## src/rtl/approx_eval_pkg.sv

```systemverilog
// ---------------------------------------------------------------------------
// approx_eval_pkg
// Shared types and helpers for the approximate-multiplier evaluation stages.
//   sweepState_t : sweep controller states (IDLE, SWEEP, DRAIN, DONE)
//   DEFAULT_ET   : error threshold the default approximant was built for
//   abs_diff     : unsigned absolute difference, 32-bit so callers can
//                  compare the full result against thresholds without
//                  worrying about operand widths
// ---------------------------------------------------------------------------
package approx_eval_pkg;

    typedef enum logic [1:0] {
        IDLE  = 2'd0,
        SWEEP = 2'd1,
        DRAIN = 2'd2,
        DONE  = 2'd3
    } sweepState_t;

    localparam int DEFAULT_ET = 8;

    // Absolute difference of two unsigned values; never wraps because the
    // larger operand is always the minuend.
    function automatic logic [31:0] abs_diff(input logic [31:0] a,
                                             input logic [31:0] b);
        if (a >= b) begin
            return a - b;
        end
        return b - a;
    endfunction

endpackage

```

## src/rtl/approx_err_accum.sv

```systemverilog
// ---------------------------------------------------------------------------
// approx_err_accum
// Stage-2 error accumulator: takes one (exact, approx) pair per valid cycle
// and folds its absolute error into running max / sum / violation count.
// Ports:
//   i_clk, i_rst    : clock, synchronous active-high reset
//   i_clear         : synchronous clear of all accumulators (new sweep)
//   i_valid         : i_exact / i_approx hold a sample this cycle
//   i_exact         : exact product
//   i_approx        : approximate product (already zero-extended)
//   o_maxErr        : largest absolute error seen since clear
//   o_sumErr        : sum of absolute errors since clear
//   o_violCnt       : number of samples whose error exceeded ET
// ---------------------------------------------------------------------------
module approx_err_accum
    import approx_eval_pkg::*;
#(
    parameter int W     = 4,
    parameter int SUM_W = 2 * W,
    parameter int CNT_W = W + 1,
    parameter int ET    = DEFAULT_ET
) (
    input  logic             i_clk,
    input  logic             i_rst,
    input  logic             i_clear,
    input  logic             i_valid,
    input  logic [W-1:0]     i_exact,
    input  logic [W-1:0]     i_approx,
    output logic [W-1:0]     o_maxErr,
    output logic [SUM_W-1:0] o_sumErr,
    output logic [CNT_W-1:0] o_violCnt
);

    logic [31:0]      w_errFull;
    logic [W-1:0]     r_maxErr;
    logic [SUM_W-1:0] r_sumErr;
    logic [CNT_W-1:0] r_violCnt;

    // The error is kept at full 32-bit width so the max and threshold
    // comparisons see every bit; it never actually exceeds W bits because
    // both operands are W bits wide.
    assign w_errFull = abs_diff(32'(i_exact), 32'(i_approx));

    // Accumulators: reset and clear both return to zero, clear wins over a
    // coincident sample so a restart never inherits data from the old sweep.
    always_ff @(posedge i_clk) begin
        if (i_rst || i_clear) begin
            r_maxErr  <= '0;
            r_sumErr  <= '0;
            r_violCnt <= '0;
        end else if (i_valid) begin
            if (w_errFull > 32'(r_maxErr)) begin
                r_maxErr <= w_errFull[W-1:0];
            end
            r_sumErr <= r_sumErr + w_errFull[SUM_W-1:0];
            if (w_errFull > 32'(ET)) begin
                r_violCnt <= r_violCnt + CNT_W'(1);
            end
        end
    end

    assign o_maxErr  = r_maxErr;
    assign o_sumErr  = r_sumErr;
    assign o_violCnt = r_violCnt;

endmodule

```

## src/rtl/approx_mul_err_sweep.sv

```systemverilog
// ---------------------------------------------------------------------------
// approx_mul_err_sweep
// Exhaustively drives every input vector into a combinational approximate
// multiplier, compares each product with the exact one and reports the
// error statistics once the sweep has finished.
// Ports:
//   i_clk, i_rst  : clock, synchronous active-high reset
//   i_start       : begin a sweep (only honoured in IDLE or DONE)
//   o_busy        : sweep in progress (SWEEP or DRAIN)
//   o_done        : results valid, held until the next accepted start
//   o_dutIn       : vector to the approximant; A = low half, B = high half
//   i_dutOut      : approximant product, unsigned
//   o_maxErr      : maximum absolute error over the sweep
//   o_sumErr      : sum of absolute errors
//   o_violCnt     : samples with absolute error above ET
//   o_pass        : done and max error within ET
// ---------------------------------------------------------------------------
module approx_mul_err_sweep
    import approx_eval_pkg::*;
#(
    parameter int N_IN  = 4,
    parameter int N_OUT = 4,
    parameter int ET    = DEFAULT_ET
) (
    input  logic              i_clk,
    input  logic              i_rst,
    input  logic              i_start,
    output logic              o_busy,
    output logic              o_done,
    output logic [N_IN-1:0]   o_dutIn,
    input  logic [N_OUT-1:0]  i_dutOut,
    output logic [N_IN-1:0]   o_maxErr,
    output logic [2*N_IN-1:0] o_sumErr,
    output logic [N_IN:0]     o_violCnt,
    output logic              o_pass
);

    localparam int H = N_IN / 2;
    localparam logic [N_IN-1:0] VEC_LAST = '1;

    sweepState_t       r_state;
    logic [N_IN-1:0]   r_vec;
    logic [N_IN-1:0]   r_exact;
    logic [N_IN-1:0]   r_approx;
    logic              r_valid;

    logic              w_accept;
    logic [H-1:0]      w_opA;
    logic [H-1:0]      w_opB;
    logic [N_IN-1:0]   w_prod;
    logic [N_IN-1:0]   w_approx;

    // A start only counts when the controller is idle or parked in DONE;
    // the same edge wipes the accumulators and the vector counter.
    assign w_accept = i_start && ((r_state == IDLE) || (r_state == DONE));

    // Operands are the two halves of the vector currently on o_dutIn; the
    // product of two H-bit values always fits in N_IN bits.
    assign w_opA    = r_vec[H-1:0];
    assign w_opB    = r_vec[N_IN-1:H];
    assign w_prod   = {{(N_IN-H){1'b0}}, w_opA} * {{H{1'b0}}, w_opB};
    assign w_approx = N_IN'(i_dutOut);

    // Controller, vector counter and stage-1 capture. DRAIN waits for the
    // stage-1 valid to empty so the last sample is absorbed by the
    // accumulator before DONE is announced.
    always_ff @(posedge i_clk) begin
        if (i_rst) begin
            r_state  <= IDLE;
            r_vec    <= '0;
            r_exact  <= '0;
            r_approx <= '0;
            r_valid  <= 1'b0;
        end else begin
            r_valid  <= (r_state == SWEEP);
            r_exact  <= w_prod;
            r_approx <= w_approx;
            case (r_state)
                IDLE, DONE: begin
                    if (w_accept) begin
                        r_state <= SWEEP;
                        r_vec   <= '0;
                    end
                end
                SWEEP: begin
                    if (r_vec == VEC_LAST) begin
                        r_state <= DRAIN;
                        r_vec   <= '0;
                    end else begin
                        r_vec <= r_vec + N_IN'(1);
                    end
                end
                DRAIN: begin
                    if (!r_valid) begin
                        r_state <= DONE;
                    end
                end
                default: begin
                    r_state <= IDLE;
                end
            endcase
        end
    end

    approx_err_accum #(
        .W     (N_IN),
        .SUM_W (2 * N_IN),
        .CNT_W (N_IN + 1),
        .ET    (ET)
    ) u_accum (
        .i_clk     (i_clk),
        .i_rst     (i_rst),
        .i_clear   (w_accept),
        .i_valid   (r_valid),
        .i_exact   (r_exact),
        .i_approx  (r_approx),
        .o_maxErr  (o_maxErr),
        .o_sumErr  (o_sumErr),
        .o_violCnt (o_violCnt)
    );

    assign o_dutIn = (r_state == SWEEP) ? r_vec : '0;
    assign o_busy  = (r_state == SWEEP) || (r_state == DRAIN);
    assign o_done  = (r_state == DONE);
    assign o_pass  = o_done && (32'(o_maxErr) <= 32'(ET));

endmodule

```

## config.mk

```make
export PLATFORM = sky130hd
export DESIGN_NAME = approx_mul_err_sweep
export DESIGN_NICKNAME = d
export VERILOG_FILES = /design/src/rtl/approx_eval_pkg.sv /design/src/rtl/approx_err_accum.sv /design/src/rtl/approx_mul_err_sweep.sv
export SDC_FILE = /design/constraint.sdc
export NUM_CORES = 1
export LEC_CHECK = 0
export CORE_MARGIN = 1
export CORE_UTILIZATION = 58
export DETAILED_ROUTE_END_ITERATION = 10
export PLACE_DENSITY = 0.84
export SYNTH_ARGS = -nofsm -noshare
export SYNTH_HDL_FRONTEND = slang
export SYNTH_SLANG_ARGS = --single-unit
```

## constraint.sdc

```tcl
create_clock -name i_clk -period 7.65 [get_ports i_clk]
set_input_delay 1.53 -clock i_clk [delete_from_list [all_inputs] [get_ports i_clk]]
set_output_delay 1.53 -clock i_clk [all_outputs]
set_load 0.03 [all_outputs]
```

-- Word-level counts from Yosys, hierarchy flattened
Index checks and enable logic that the tools add are counted.
- flip-flop bits (word level): 32
- bits in latches: 0
- memory bits (writable): 0
- ROM bits: 0
- bits of input ports: 7
- output and inout port bits: 24
- word-level logic and storage cells: 48
- memories: 0
- add/subtract/negate cells: 5
- multiply operators: 1
- div/mod/pow operators: 0
- order comparisons: 4
- eq/ne operators: 7
- shifts and indexed selects: 0
- muxes and demuxes: 11
- bitwise operators: 0
- reduce and logical (&&, ||, !) cells: 12
- operators with widths (kind ; count):
    two-way mux 32 bit ; 2
    > comparator 32 x 4 -> 1 bit ; 1
    > comparator 32 x 4 -> 1 bit (second input constant) ; 1
    two-way mux 4 bit ; 3
    subtractor 4 x 4 -> 5 bit ; 2
    adder 8 bit ; 1
    one-hot mux 4 bit (2 select lines) ; 1
    two-way mux 2 bit ; 3
    one-hot mux 2 bit (3 select lines) ; 1
    AND reduction 2 bit ; 3
    adder 5 x 1 -> 5 bit (second input constant) ; 1
    adder 4 x 1 -> 4 bit (second input constant) ; 1
    == test 2 bit (second input constant) ; 2
    == test 4 bit (second input constant) ; 1
    >= comparator 4 bit ; 1
    less-or-equal comparator 4 bit (second input constant) ; 1
    multiplier 2 x 2 -> 4 bit ; 1
    inequality test 2 bit (second input constant) ; 2
    logical OR 1 bit ; 3
    AND reduction 3 bit ; 1
    == test 2 x 1 -> 1 bit (second input constant) ; 1
    logical AND 1 bit ; 2
    logical NOT 2 bit ; 1
    inequality test 2 x 1 -> 1 bit (second input constant) ; 1
    3 further kinds ; 3

-- Depth between registers and ports, before layout
Gate-level depths: netlist of run 1.
- depth in word-level cells: 5
- gate-level depth with buffers: 15

-- Modules after synthesis
A second synthesis of run 1 with hierarchy kept.
- cells, all modules: 266
- area, all modules: 2357.3 um^2
- by module, submodules not included (module ; instances ; cells each ; area each (um^2) ; sequential area each (um^2)):
    approx_err_accum ; 1 ; 192 ; 1665.3 ; 340.3
    approx_mul_err_sweep ; 1 ; 74 ; 691.9 ; 300.3

-- Least setup slack after synthesis of run 1
No wires, ideal clock.
- kind: reg2reg
- start point: register r_approx[0]
- end point: register u_accum.r_sumErr[7] (netlist: u_accum.o_sumErr[7])
- setup time: 72 ps
- arrival: 3116 ps
- data required time: 7578 ps
- setup slack: 4462 ps
- cell stages (with the launch flop): 16
- path buffers: 0
- period minus slack after synthesis: 3188 ps
- path through: dfxtp_1 inv_1 ha_1 inv_1 fa_1 a21o_1 a211o_1 a211oi_1 a41oi_1 inv_1 ha_1 a21o_1 a41o_1 a31oi_2 mux2i_1 mux2i_1
- longest elaborated chain between the ends: 4
- elaborated cells between the ends (all ways): 7
- classes of those cells: add/sub: 3; order compare: 1; mux: 3
- RTL lines (element ; RTL line ; source):
    start: declaration ; approx_mul_err_sweep.sv:44 ; logic [N_IN-1:0] r_approx;
    start signal: assignment ; approx_mul_err_sweep.sv:77 ; r_approx <= w_approx;
    subtractor 4 x 4 -> 5 bit / >= comparator 4 bit (equally long branches) ; approx_eval_pkg.sv:26, approx_eval_pkg.sv:25 ;
    two-way mux 32 bit / two-way mux 1 bit (equally long branches) ; approx_eval_pkg.sv:25 ; if (a >= b) begin
    two-way mux 32 bit * ; approx_eval_pkg.sv:28 ; return b - a;
    adder 8 bit * ; approx_err_accum.sv:55 ; r_sumErr <= r_sumErr + w_errFull[SUM_W-1:0];
    end signal: assignment ; approx_err_accum.sv:55 ;
    end: declaration ; approx_err_accum.sv:36 ; logic [SUM_W-1:0] r_sumErr;
Mark *: on every way between the ends. The rest lies on a longest branch, timed or not. The select of a mux whose other input is x is not followed.
A chain may end at the register's enable or synchronous reset.

-- Worst setup path after layout of run 1
- start point: register r_state[0]
- end point: output port o_busy
- longest elaborated chain between the ends: 2
- elaborated cells between the ends (all ways): 3
- classes of those cells: eq/ne: 2; reduce/logical: 1
- RTL lines (element ; RTL line ; source):
    start: declaration ; approx_mul_err_sweep.sv:41 ; sweepState_t r_state;
    start signal: assignment ; approx_mul_err_sweep.sv:69 ; r_state <= IDLE;
    start signal: assignment ; approx_mul_err_sweep.sv:81 ; r_state <= SWEEP;
    start signal: assignment ; approx_mul_err_sweep.sv:87 ; r_state <= DRAIN;
    == test 2 x 1 -> 1 bit / == test 2 bit (equally long branches) ; approx_mul_err_sweep.sv:123 ; assign o_busy = (r_state == SWEEP) || (r_state == DRAIN);
    logical OR 1 bit * ; approx_mul_err_sweep.sv:123 ;
    end: declaration ; approx_mul_err_sweep.sv:28 ; output logic o_busy,
Mark *: on every way between the ends. The rest lies on a longest branch, timed or not.

==> results of run 1 <==
[worst min-delay path, delay by kind of cell (launching register included)]
| kind | cells | cell delay, ps |
|---|---|---|
| flops | 1 | 330 |
| simple gates | 1 | 60 |
| mux | 1 | 60 |
[layout make-up]
class                      instances  area share [%]
multi-input combinational        189            54.5
inverter                          23            3.29
sequential                        32            24.4
clock buffer                       5            2.62
tap                               46            2.19
timing repair buffer              30            11.4
clock inverter                     3            1.62
[cell families (layout without fill, tap and decap cells)]
kind of cell	Yosys count	after routing	share of synthesized area (%)
flops	32	32	29.3
compound gates	50	50	17.9
fa+ha+maj	26	26	15.5
mux	14	14	6.46
buf+inv	28	61	5.37
simple gates	90	90	21.8
xor+xnor	9	9	3.60
[metrics by stage]
step / total power [mW] / hold slack (ps) / std cells
after global placement: 0.441 / 470 / 320
after global routing: 0.647 / 527 / 328
after floorplan: 0.382 / 457 / 249
final: 0.608 / 498 / 328
after detailed placement: 0.445 / 477 / 320
after CTS: 0.610 / 495 / 328
[power by group through the flow]
stage / sequential [mW] / clock, mW / combinational (mW)
global route: 0.210 / 0.175 / 0.262
floorplan: 0.213 / 0 / 0.170
CTS: 0.206 / 0.167 / 0.237
detailed placement: 0.210 / 0 / 0.235
global placement: 0.210 / 0 / 0.231
finish: 0.206 / 0.165 / 0.237
[registers in the layout, indices dropped and copies added, names as in the netlist]
name	count
u_accum.o_sumErr	8
u_accum.o_violCnt	5
r_approx	4
r_exact	4
r_vec	4
u_accum.o_maxErr	4
r_state	2
r_valid	1
[synth_stat cells (all sizes together) (2+ instances only)]
cell / number / share of area, %
and2: 8 / 2.3
mux2i: 13 / 5.9
a21o: 8 / 2.7
buf: 3 / 1.1
a311oi: 3 / 1.2
o21ai: 6 / 1.4
nor2b: 12 / 3.4
a21boi: 2 / 0.86
nand2b: 2 / 0.91
ha: 24 / 14
nand2: 15 / 2.9
dfxtp: 32 / 29
nor2: 26 / 4.5
clkbuf: 2 / 0.34
o211ai: 2 / 0.91
nand3: 7 / 1.6
a21oi: 8 / 1.8
a31oi: 4 / 1.4
fa: 2 / 1.8
a211oi: 3 / 1.0
or2: 2 / 0.57
inv: 23 / 3.9
a22oi: 2 / 0.69
xor2: 4 / 1.6
o311ai: 2 / 1.6
xnor2: 5 / 2.0
nand3b: 3 / 1.0
or2b: 2 / 0.74
nor3: 6 / 1.6
[path summary, 6_finish.rpt]
path | startpoint | depth (start not counted) | to | slack, ps
setup / recovery | r_state[0] | 4 | o_busy | 4190
hold / removal | u_accum.o_sumErr[7] | 2 | u_accum.o_sumErr[7] | 500
setup reg to reg | r_approx[0] | 15 | u_accum.o_sumErr[7] | 4200
hold reg to reg | u_accum.o_sumErr[7] | 2 | u_accum.o_sumErr[7] | 500
[per-layer routing]
layer / share of wire (%) / vias to the layer above
met5: 0 / -
met4: 1.3 / 0
met3: 3.8 / 6
met2: 46 / 38
met1: 49 / 829
li1: - / 931
==> flow_summary_export.csv, run 1 <==
group,metric,value,unit
global_routing,use_met3,6.34,%
die,start_util,63.1,%
clock_network,post_cts_buffers,0,
die,rows,21,
setup_path,crit_arrival,1930,ps
drt,wl_per_cell,13.4,um
final_layout,fin_util,75.8,%
timing,timing.fmax,289,MHz
setup_path,worstSetupPathType,"flip-flop to output port",
drt,drc_errors,0,
pwr,p_int,379,uW
drt,vias,1804,
pwr,cellPowerDensity,231,mW/mm^2
die,pin_count,31,
clock_network,clock_sinks,32,
global_routing,grt_pass1_vias,1753,
final_layout,multiInputGateArea,0.00143,sq mm
final_layout,layout_common_cells,"dfxtp_1, clkdlybuf4s50_1, nor2_1, ha_1, inv_1",
clock_network,clock_path_buffers,2,
logic_synthesis,syn-num-nets,282,
die,dieHeight,63.4,um
timing,finalCriticalPeriod,3460,ps
pwr,p_leak,1.13,nW
setup_path,slowest_stage,"clkdlybuf4s50_1",
status,outcome,"finished, final reports clean",
clock_network,ctsHoldBuffers,0,
final_layout,area_growth,20.0,%
pwr,pwr-share-clk,27.1,%
drt,drt-total-wl,4390,um
drt,ant_nets,0,
logic_synthesis,ys.flop_type,"dfxtp_1",
global_routing,use_met1,31.0,%
timing,finClkSkew,12.1,ps
timing,relSlewSlack,57.7,%
pwr,seq_power_share,33.9,%
timing,setup_violations,0,
die,die-area,0.00402,sq mm
pwr,peakVddDrop,0.298,mV
logic_synthesis,synth_area_per_cell,8.79,sq um
setup_path,cpLargestDelayFamily,"buffers and inverters",
setup_path,cp_max_fo,6,
drt,drt_iter0_drc,118,
global_routing,grt_start_max_net_pins,17,
clock_network,cts.clk_slew.worst_paths,70,ps
clock_network,tritoncts,"done",
worst_hold_path,min_path_type,"flip-flop to flip-flop",
placement,hpwl,3210,um
setup_path,startpoint_type,"flip-flop",
placement,pre_cts_slack,4220,ps
global_routing,grt-ovfl-total,0,
drt,via_per_inst,5.50,
pwr,p_switching,228,uW
global_routing,met2_usage,39.9,%
clock_network,clock_tree.root_cell,"clkbuf_8",
global_routing,track_usage,24.5,%
logic_synthesis,yosys_warnings,0,
logic_synthesis,synth_edf_count,0,
logic_synthesis,netlist_instances,249,
timing,maxSlewViolCount,0,
drt,drtPass1Iterations,4,
global_routing,grt_pass1_wl,7740,um
logic_synthesis,syn-cell-area,0.00219,sq mm
clock_network,cts_resized,0,
timing,setup_slack,4190,ps
logic_synthesis,ys_seq_area_share,29.3,%
timing,rsz0062_at_grt,"no",
final_layout,final_common_cell,"dfxtp_1",
setup_path,worst_setup_path_end_kind,"output port",
global_routing,antenna_found_initial,0,
setup_path,critPathRequiredTime,6120,ps
run,cap_violations,0,
setup_path,crit_buf_inv,3,
pwr,netSwitchingFraction,37.6,%
logic_synthesis,ys_ff_latch,32,
timing,hold_viol_final,0,
placement,place_congestion,0.866,
final_layout,seq_area,641,sq um
timing,worst_slew_pin_slew,633,ps
setup_path,cp_common_cell,"inv_1",
placement,io_buffers,30,
pwr,p_comb_share,38.9,%
logic_synthesis,ys_async_sr_fraction,0,%
setup_path,critical_path.max_stage_delay,670,ps
timing,period_share,45.2,%
global_routing,top_usage_layer,"met2",
timing,fin_setup_tns,0,ps
die,core_area,0.00347,sq mm
final_layout,fin_area,0.00263,sq mm
final_layout,antenna_cells,0,
clock_network,htreeDepth,2,
die,die_w,63.4,um
clock_network,insertion_delay,290,ps
logic_synthesis,netlist-cell-type-count,58,
final_layout,fillers,259,
final_layout,layout.nets,314,
setup_path,path_cells,"inv_1 > ha_1 > inv_1 > clkdlybuf4s50_1",
placement,place_area,0.00252,sq mm
clock_network,cts-buffers-inserted,5,
final_layout,drive_gt1_share,7.45,%
Power figures use the tool's default switching activity.
==> inputs of run 2 (changes only) <==
--- a/config.mk
+++ b/config.mk
@@ -6,9 +6,9 @@
 export NUM_CORES = 1
 export LEC_CHECK = 0
 export CORE_MARGIN = 1
-export CORE_UTILIZATION = 58
+export CORE_UTILIZATION = 55
 export DETAILED_ROUTE_END_ITERATION = 10
-export PLACE_DENSITY = 0.84
+export PLACE_DENSITY = 0.8
 export SYNTH_ARGS = -nofsm -noshare
 export SYNTH_HDL_FRONTEND = slang
 export SYNTH_SLANG_ARGS = --single-unit
==> constraint.sdc (replaced) <==
create_clock -name i_clk -period 3.58 [get_ports i_clk]
set_input_delay 0.716 -clock i_clk [delete_from_list [all_inputs] [get_ports i_clk]]
set_output_delay 0.716 -clock i_clk [all_outputs]
set_load 0.03 [all_outputs]
==> flow_summary_export.csv, run 2 (synthesis gave the netlist of run 1 again) <==
group,metric,value,unit
status,outcome,"finished, final reports clean",
final_layout,multiInputGateArea,0.00143,sq mm
drt,ant_nets,0,
clock_network,htreeDepth,2,
clock_network,post_cts_buffers,0,
placement,place_congestion,0.914,
drt,wl_per_cell,13.6,um
setup_path,path_cells,"inv_1 > ha_1 > inv_1 > fa_1 > a21o_1 > a211o_1 > a211oi_1 > a41oi_1 > inv_1 > ha_1 > a21o_1 > a41o_1 > a31oi_2 > mux2i_1 > mux2i_1",
timing,finClkSkew,12.4,ps
die,die-area,0.00424,sq mm
pwr,cellPowerDensity,479,mW/mm^2
final_layout,final_common_cell,"dfxtp_1",
drt,drt_iter0_drc,83,
setup_path,r2r_end,"u_accum.o_sumErr[7]",
drt,drtPass1Iterations,4,
setup_path,worst_setup_path_end_kind,"flip-flop",
pwr,peakVddDrop,0.453,mV
pwr,p_leak,1.14,nW
global_routing,grt-ovfl-total,0,
timing,timing.fmax,306,MHz
setup_path,rrSetupSlack,310,ps
die,rows,22,
drt,drt-total-wl,4500,um
timing,fin_setup_tns,0,ps
timing,relSlewSlack,57.2,%
clock_network,cts_resized,0,
setup_path,timing.rr.start,"r_approx[0]",
die,pin_count,31,
final_layout,fin_area,0.00263,sq mm
placement,dp_cells,324,
placement,hpwl,3350,um
placement,io_buffers,30,
timing,finalCriticalPeriod,3270,ps
final_layout,layout_common_cells,"dfxtp_1, clkdlybuf4s50_1, nor2_1, ha_1, inv_1",
clock_network,clock_sinks,32,
final_layout,layout.nets,316,
global_routing,grt_start_max_net_pins,17,
setup_path,worstSetupPathType,"flip-flop to flip-flop",
final_layout,seq_area,641,sq um
worst_hold_path,min_to,"u_accum.o_sumErr[7]",
final_layout,final-instance-count-excl-fill,331,
drt,vias,1842,
timing,rsz0062_at_grt,"no",
setup_path,critical_path.max_stage_delay,400,ps
timing,hold_viol_final,0,
final_layout,drive_gt1_share,7.77,%
global_routing,grt_pass1_wl,7750,um
timing,setup_violations,0,
drt,drc_errors,0,
clock_network,clock_tree.root_cell,"clkbuf_8",
global_routing,track_usage,23.7,%
timing,maxSlewViolCount,0,
setup_path,critPathRequiredTime,3800,ps
clock_network,insertion_delay,290,ps
timing,fin_worst_hold_slack,473,ps
worst_hold_path,min_from,"u_accum.o_sumErr[7]",
clock_network,cts-buffers-inserted,5,
setup_path,cp_common_cell,"inv_1",
setup_path,worst-r2r-cell-count,15,
global_routing,antenna_found_initial,0,
final_layout,antenna_cells,0,
setup_path,crit_arrival,3490,ps
run,cap_violations,0,
timing,period_share,91.3,%
placement,place_area,0.00253,sq mm
final_layout,fillers,303,
worst_hold_path,min_path_type,"flip-flop to flip-flop",
setup_path,startpoint_type,"flip-flop",
global_routing,grt_pass1_vias,1766,
setup_path,crit_start,"r_approx[0]",
final_layout,largest_reg_flops,8,
setup_path,slowest_stage,"fa_1",
clock_network,clock_path_buffers,2,
worst_hold_path,hold_depth,2,
die,core_area,0.00374,sq mm
die,dieHeight,65.1,um
die,die_w,65.1,um
clock_network,ctsHoldBuffers,0,
setup_path,cp_max_fo,4,
timing,worst_slew_pin_slew,642,ps
drt,via_per_inst,5.56,
clock_network,tritoncts,"done",
die,start_util,58.5,%
clock_network,cts.clk_slew.worst_paths,80,ps
final_layout,area_growth,20.1,%
[run 2: cell count changes in the layout (fill, tap and decap cells not counted), sizes merged]
| cell | delta |
|---|---|
| buf | +2 |
| clkbuf | +2 |
| bufinv | -1 |
| clkinv | -1 |
| clkinvlp | -1 |
[run 2: metal layers]
metal  GRT usage (%)  vias up  part of all wire (%)
met5               0        -                     0
met4            8.97        0                   1.4
met3            4.86        6                   3.7
met2            39.7       46                    47
met1            29.9      850                    48
li1                -      940                     -
[run 2: worst max path at each step]
stage,slack [ps],depth (start not counted),endpoint
after floorplan,390,15,u_accum.o_sumErr[7]
after global placement,410,15,u_accum.o_sumErr[7]
after detailed placement,310,15,u_accum.o_sumErr[7]
after CTS,310,15,u_accum.o_sumErr[7]
after global routing,90,15,u_accum.o_sumErr[7]
final,310,15,u_accum.o_sumErr[7]
[run 2: per-stage QoR]
stage / util [%] / setup slack, ps / power [mW]
finish: 70.3 / 313 / 1.26
global route: 70.3 / 88.5 / 1.34
CTS: 70.3 / 310 / 1.27
detailed placement: 67.7 / 313 / 0.961
global placement: 67.7 / 411 / 0.954
floorplan: - / 392 / 0.817
[run 2: worst max-delay path: cells and delay by family, from the launching register on]
| kind | cells | cell delay, ps |
|---|---|---|
| fa+ha+maj | 3 | 840 |
| mux | 2 | 420 |
| buf+inv | 3 | 230 |
| compound gates | 7 | 1410 |
| flops | 1 | 310 |
[run 2: cell type report]
type	count	area share, %
repair buffers	32	12.0
multi-input cells	189	54.4
inverters	23	3.28
clock buffers	7	3.66
flip-flops and latches	32	24.4
well taps	48	2.28
[run 2: power breakdown]
part / leakage [nW] / switching (mW) / internal [mW]
clock network: 0.0503 / 0.134 / 0.171
registers: 0.260 / 0.0526 / 0.391
logic: 0.830 / 0.293 / 0.219
